<file path="src/rtl/ahb_lite_master.sv">
// Purpose: single-outstanding AHB-Lite initiator; turns valid/ready commands into SINGLE read/write transfers.
// Latency: accept edge to response edge is 3 edges with zero wait states, plus 1 per wait state, plus 1 for an ERROR response.
// Backpressure: cmd_ready is high only in IDLE; responses are one-cycle pulses with no backpressure.
//
// Ports:
//   hclk, hresetn                 clock, async active-low reset
//   cmd_valid/cmd_ready           command handshake; cmd_write, cmd_addr, cmd_wdata, cmd_size are the fields
//   rsp_valid                     completion pulse; rsp_rdata, rsp_error, rsp_timeout qualify it
//   hsel, haddr, htrans, hwrite,  AHB-Lite address phase (registered)
//   hsize, hburst, hprot
//   hwdata                        AHB-Lite write data (registered, held until next write data phase)
//   hrdata, hready, hresp         AHB-Lite slave response
module ahb_lite_master #(
    parameter int addr_width     = 14,
    parameter int bus_width      = 32,
    parameter int timeout_cycles = 256
) (
    input  logic                  hclk,
    input  logic                  hresetn,
    input  logic                  cmd_valid,
    output logic                  cmd_ready,
    input  logic                  cmd_write,
    input  logic [addr_width-1:0] cmd_addr,
    input  logic [bus_width-1:0]  cmd_wdata,
    input  logic [2:0]            cmd_size,
    output logic                  rsp_valid,
    output logic [bus_width-1:0]  rsp_rdata,
    output logic                  rsp_error,
    output logic                  rsp_timeout,
    output logic                  hsel,
    output logic [addr_width-1:0] haddr,
    output logic [1:0]            htrans,
    output logic                  hwrite,
    output logic [2:0]            hsize,
    output logic [2:0]            hburst,
    output logic [3:0]            hprot,
    output logic [bus_width-1:0]  hwdata,
    input  logic [bus_width-1:0]  hrdata,
    input  logic                  hready,
    input  logic [1:0]            hresp
);

    typedef enum logic [1:0] {
        IDLE = 2'd0,
        ADDR = 2'd1,
        DATA = 2'd2,
        ERR  = 2'd3
    } state_t;

    localparam logic [1:0] trans_idle   = 2'b00;
    localparam logic [1:0] trans_nonseq = 2'b10;
    localparam logic [1:0] resp_okay    = 2'b00;

    localparam int                   cnt_width = $clog2(timeout_cycles + 2);
    localparam logic [cnt_width-1:0] cnt_limit = cnt_width'(timeout_cycles);
    localparam logic [cnt_width-1:0] cnt_one   = cnt_width'(1);

    state_t                  state, state_nxt;
    logic [cnt_width-1:0]    cnt, cnt_nxt, cnt_inc;
    logic [bus_width-1:0]    wdata_q, wdata_nxt;

    logic                    hsel_nxt, hwrite_nxt;
    logic [addr_width-1:0]   haddr_nxt;
    logic [1:0]              htrans_nxt;
    logic [2:0]              hsize_nxt;
    logic [bus_width-1:0]    hwdata_nxt;
    logic                    rsp_valid_nxt, rsp_error_nxt, rsp_timeout_nxt;
    logic [bus_width-1:0]    rsp_rdata_nxt;

    logic                    illegal;
    logic                    expired;

    assign hburst    = 3'b000;
    assign hprot     = 4'b0011;
    assign cmd_ready = (state == IDLE);

    // Oversized or misaligned commands never reach the bus.
    assign illegal = (cmd_size > 3'd2)
                  || ((cmd_size == 3'd1) && cmd_addr[0])
                  || ((cmd_size == 3'd2) && (cmd_addr[1:0] != 2'b00));

    // The counter is loaded with 1 at the accept edge so that it counts edges
    // including the accept edge; the abort is registered on the edge that
    // brings that count to timeout_cycles, making the response visible
    // exactly timeout_cycles cycles after accept.
    assign cnt_inc = cnt + cnt_one;
    assign expired = (timeout_cycles != 0) && (cnt_inc >= cnt_limit);

    always_comb begin
        state_nxt       = state;
        cnt_nxt         = cnt;
        wdata_nxt       = wdata_q;
        hsel_nxt        = hsel;
        haddr_nxt       = haddr;
        htrans_nxt      = htrans;
        hwrite_nxt      = hwrite;
        hsize_nxt       = hsize;
        hwdata_nxt      = hwdata;
        rsp_valid_nxt   = 1'b0;
        rsp_rdata_nxt   = rsp_rdata;
        rsp_error_nxt   = 1'b0;
        rsp_timeout_nxt = 1'b0;

        case (state)
            IDLE: begin
                if (cmd_valid) begin
                    cnt_nxt   = cnt_one;
                    wdata_nxt = cmd_wdata;
                    if (illegal) begin
                        rsp_valid_nxt = 1'b1;
                        rsp_error_nxt = 1'b1;
                        rsp_rdata_nxt = '0;
                    end else begin
                        htrans_nxt = trans_nonseq;
                        hsel_nxt   = 1'b1;
                        haddr_nxt  = cmd_addr;
                        hwrite_nxt = cmd_write;
                        hsize_nxt  = cmd_size;
                        state_nxt  = ADDR;
                    end
                end
            end
            ADDR: begin
                cnt_nxt = cnt_inc;
                if (hready) begin
                    htrans_nxt = trans_idle;
                    hsel_nxt   = 1'b0;
                    if (hwrite) begin
                        hwdata_nxt = wdata_q;
                    end
                    state_nxt = DATA;
                end
            end
            DATA: begin
                cnt_nxt = cnt_inc;
                if (hready) begin
                    rsp_valid_nxt = 1'b1;
                    state_nxt     = IDLE;
                    if (hresp == resp_okay) begin
                        rsp_rdata_nxt = hwrite ? '0 : hrdata;
                    end else begin
                        rsp_error_nxt = 1'b1;
                        rsp_rdata_nxt = '0;
                    end
                end else if (hresp != resp_okay) begin
                    state_nxt = ERR;
                end
            end
            ERR: begin
                cnt_nxt = cnt_inc;
                if (hready) begin
                    rsp_valid_nxt = 1'b1;
                    rsp_error_nxt = 1'b1;
                    rsp_rdata_nxt = '0;
                    state_nxt     = IDLE;
                end
            end
            default: state_nxt = IDLE;
        endcase

        // Abort overrides everything except a completion on the same edge.
        if ((state != IDLE) && expired && !rsp_valid_nxt) begin
            htrans_nxt      = trans_idle;
            hsel_nxt        = 1'b0;
            hwdata_nxt      = hwdata;
            rsp_valid_nxt   = 1'b1;
            rsp_timeout_nxt = 1'b1;
            rsp_error_nxt   = 1'b0;
            rsp_rdata_nxt   = '0;
            state_nxt       = IDLE;
        end
    end

    always_ff @(posedge hclk or negedge hresetn) begin
        if (!hresetn) begin
            state       <= IDLE;
            cnt         <= '0;
            wdata_q     <= '0;
            hsel        <= 1'b0;
            haddr       <= '0;
            htrans      <= trans_idle;
            hwrite      <= 1'b0;
            hsize       <= 3'd0;
            hwdata      <= '0;
            rsp_valid   <= 1'b0;
            rsp_rdata   <= '0;
            rsp_error   <= 1'b0;
            rsp_timeout <= 1'b0;
        end else begin
            state       <= state_nxt;
            cnt         <= cnt_nxt;
            wdata_q     <= wdata_nxt;
            hsel        <= hsel_nxt;
            haddr       <= haddr_nxt;
            htrans      <= htrans_nxt;
            hwrite      <= hwrite_nxt;
            hsize       <= hsize_nxt;
            hwdata      <= hwdata_nxt;
            rsp_valid   <= rsp_valid_nxt;
            rsp_rdata   <= rsp_rdata_nxt;
            rsp_error   <= rsp_error_nxt;
            rsp_timeout <= rsp_timeout_nxt;
        end
    end

endmodule

</file>
<file path="config.mk">
export PLATFORM = sky130hd
export DESIGN_NAME = ahb_lite_master
export DESIGN_NICKNAME = d
export VERILOG_FILES = /design/src/rtl/ahb_lite_master.sv
export SDC_FILE = /design/constraint.sdc
export NUM_CORES = 1
export LEC_CHECK = 0
export CORE_MARGIN = 8
export CORE_UTILIZATION = 25
export DETAILED_ROUTE_END_ITERATION = 16
export HOLD_SLACK_MARGIN = 0.1
export PLACE_DENSITY = 0.54
export SLEW_MARGIN = 30
export SYNTH_ARGS = -nofsm -noshare
export SYNTH_HDL_FRONTEND = slang
export SYNTH_SLANG_ARGS = --single-unit
</file>
<file path="constraint.sdc">
create_clock -name hclk -period 2.35 [get_ports hclk]
set_input_delay 0.47 -clock hclk [delete_from_list [all_inputs] [get_ports hclk]]
set_output_delay 0.47 -clock hclk [all_outputs]
set_load 0.01 [all_outputs]
</file>
==> flow_metrics.py, run 1 <==
metrics = {
    "global_routing": {
        "gr-usage-met2_pct": 19.8,
        "grt.met3_usage_pct": 4.43,
        "antenna_found_initial": 0,
        "grt_pass1_vias": 4504,
        "track_usage_pct": 11.8,
        "grt_overflow": 0,
        "grt_max_degree": 46,
        "grt.met1_usage_pct": 13.6,
        "grt_busiest_layer": "met2",
        "grt_pass1_wl_um": 24500,
    },
    "floorplanning": {
        "die_h_um": 161,
        "initial_core_util_pct": 25.2,
        "io_pins": 184,
        "die_w_um": 161,
        "core_area_sq_mm": 0.0209,
        "rows": 53,
        "die_area_sq_mm": 0.0260,
    },
    "hold_path": {
        "hold_class": "reg -> reg",
    },
    "critical_path": {
        "arrival_ps": 2380,
        "crit_required_ps": 2640,
        "cp-start-kind": "input port",
        "cpMaxStageDelayCell": "clkdlybuf4s50_1",
        "path_max_fanout": 33,
        "path_class": "in -> reg",
        "end_kind": "flop",
        "slowest_delay_ps": 490,
        "critical_path.cell_chain": "clkdlybuf4s50_1 > or3b_1 > or3_1 > and2_1 > buf_12 > a31o_2",
    },
    "timing": {
        "setup_viol": 0,
        "finClkSkew_ps": 7.23,
        "finalCritPeriodShare_pct": 88.8,
        "relSlewSlack_pct": 58.2,
        "setup_tns_ps": 0,
        "fmax_mhz": 479,
        "finalMaxSlewViolations": 0,
        "hold_viol": 0,
        "worst_slew_pin_slew_ps": 624,
        "rsz0062_at_grt": "false",
        "min_period_ps": 2090,
    },
    "pwr": {
        "clock_power_share_pct": 30.0,
        "p_int_uw": 5800,
        "pwr-share-seq_pct": 39.7,
        "p_switching_uw": 2460,
        "power_uw": 8250,
        "irDropWorstVdd_mv": 0.484,
        "p_leak_uw": 0.00366,
        "pwr-share-comb_pct": 30.2,
        "switching_share_pct": 29.8,
        "p_per_area_mw_per_mm2": 1040,
    },
    "clock_tree": {
        "insertion_delay_ps": 410,
        "cts.clk_slew.worst_paths_ps": 60,
        "cts_made_buffers": 17,
        "cts.path.max_buffers": 2,
        "ctsHtreeMaxLevel": 4,
        "cts-root-buf": "clkbuf_16",
        "clock-sinks": 129,
        "cts_tree": "done",
    },
    "logic_synthesis": {
        "synth_edf_count": 0,
        "yosys_warnings": 0,
        "synth_seq_area_share_pct": 61.3,
        "syn-cell-area_sq_mm": 0.00527,
        "synth.avg_cell_area_sq_um": 11.7,
        "synth_cell_type_count": 38,
        "ys_seq_elements": 129,
        "synthCells": 450,
        "synth_ff_type": "dfrtp_1",
        "synth-async-reset-ratio_pct": 100,
    },
    "finish": {
        "final_nets": 720,
        "final_cell_mix": "clkdlybuf4s50_1 (173), dfrtp_1 (129), nand2_1 (103)",
        "fin_area_sq_mm": 0.00797,
        "final_common_cell": "clkdlybuf4s50_1",
        "area_delta_synth_final_pct": 51.2,
        "filler_cell_count": 2047,
        "fin_cells": 919,
        "drive_gt1_share_pct": 16.5,
        "antenna-diode-count": 0,
    },
    "drt": {
        "first_iter_violations": 172,
        "dr_total_vias": 4017,
        "drt-total-wl_um": 15000,
        "ant_nets": 0,
        "drt_first_pass_iters": 4,
        "detail_route.wl_per_cell_um": 16.3,
        "via_per_inst": 4.37,
        "drc": 0,
    },
    "job": {
        "cap_violations": 0,
    },
    "outcome": {
        "status": "finished clean",
    },
    "placement": {
        "io_buffers": 175,
        "globalplace.congestion": 0.761,
        "placedCellCount": 886,
        "dpl_cell_area_sq_mm": 0.00739,
        "hpwl_um": 10600,
    },
}
## repair_timing
item | 4_1_cts | 5_1_grt
endpoints found under the setup margin | 1 | 0
hold endpoints to repair | 42 | 0
buffers inserted | 0 | 0
gates resized for setup | 1 | 0
hold buffers | 1 | 0
## worst paths after layout
path | startpoint | end | slack [ps] | cells past startpoint
max in group asynchronous | hresetn | rsp_rdata[26] | 1070 | 3
setup / recovery | cmd_valid | rsp_rdata[18] | 260 | 6
hold reg to reg | wdata_q[31] | wdata_q[31] | 470 | 2
hold / removal | wdata_q[31] | wdata_q[31] | 470 | 2
min in group asynchronous | hresetn | hwdata[14] | 560 | 2
setup reg to reg | cnt[0] | hwdata[17] | 270 | 6
## layer usage
metal  share of wire (%)  vias up
met2                  50      125
li1                    -     1890
met4                 1.5        0
met1                  41     1989
met3                 7.0       13
met5                   0        -
## registers in the layout (all words and copies together), names as in the netlist, 2 cells and up
register   flops
hwdata        32
rsp_rdata     32
wdata_q       32
haddr         14
cnt            9
hsize          3
state          2
## worst max-delay path: cells and delay by family
family,cells,cell delay [ps]
and+or+nand+nor,3,980
buffers and inverters,2,660
AOI/OAI and AO/OA,1,250
## logic make-up after synthesis
logic type,after synthesis,synth area share [%]
buffers and inverters,40,4.32
and+or+nand+nor,171,15.3
adders and majority gates,1,0.237
DFF,129,61.3
other,2,0.143
xor gates and xnor gates,1,0.166
AOI/OAI and AO/OA,57,8.12
muxes,49,10.5
## power groups by stage
| stage | logic [uW] | registers (uW) | clock network [uW] |
|---|---|---|---|
| 6_report | 2500 | 3280 | 2480 |
| 4_1_cts | 2560 | 3290 | 2570 |
| 2_1_floorplan | 958 | 3420 | 0 |
| 3_3_place_gp | 2510 | 3280 | 0 |
| 3_5_place_dp | 2550 | 3320 | 0 |
| 5_1_grt | 2730 | 3380 | 2700 |
## cell type report
class	instances	area (sq um)	area share, %
Clock inverter	12	110	1.38
Clock buffer	20	447	5.61
Inverter	3	11.3	0.141
Multi-Input combinational cell	287	1880	23.5
Tap cell	275	344	4.32
Sequential cell	129	3230	40.5
Timing Repair Buffer	193	1950	24.5
## stage by stage
| step | setup WS (ps) | utilization (%) | hold slack, ps |
|---|---|---|---|
| global placement | -169 | 35.4 | 432 |
| global route | 113 | 38.1 | 493 |
| floorplan | 298 | - | 174 |
| CTS | 231 | 38.1 | 472 |
| detailed placement | -210 | 35.4 | 431 |
| finish | 264 | 38.1 | 469 |
## cell usage after synthesis (2+ instances only)
master | n | area [sq um]
a31o_2 | 3 | 26.3
nor3_1 | 3 | 15.0
dfrtp_1 | 129 | 3230
a31o_1 | 29 | 254
inv_1 | 3 | 11.3
o21ai_0 | 13 | 65.1
nand2_1 | 103 | 387
clkbuf_1 | 18 | 67.6
buf_2 | 5 | 25.0
nand2b_1 | 2 | 12.5
nand3b_1 | 2 | 15.0
a21oi_1 | 5 | 25.0
and3_1 | 34 | 213
nand4_1 | 3 | 18.8
nor2_1 | 6 | 22.5
nand3_1 | 4 | 20.0
mux2_2 | 49 | 552
conb_1 | 2 | 7.51
buf_4 | 9 | 67.6
and2_1 | 4 | 25.0
buf_6 | 5 | 56.3
or3_1 | 3 | 18.8
(Power assumes the default switching activity.)
==> run 2: changes to the inputs <==
--- a/config.mk
+++ b/config.mk
@@ -5,6 +5,7 @@
 export SDC_FILE = /design/constraint.sdc
 export NUM_CORES = 1
 export LEC_CHECK = 0
+export CAP_MARGIN = 10
 export CORE_MARGIN = 8
 export CORE_UTILIZATION = 25
 export DETAILED_ROUTE_END_ITERATION = 16
==> results of run 2 <==
No change in the layout: final DEF, timing and power equal those of run 1.
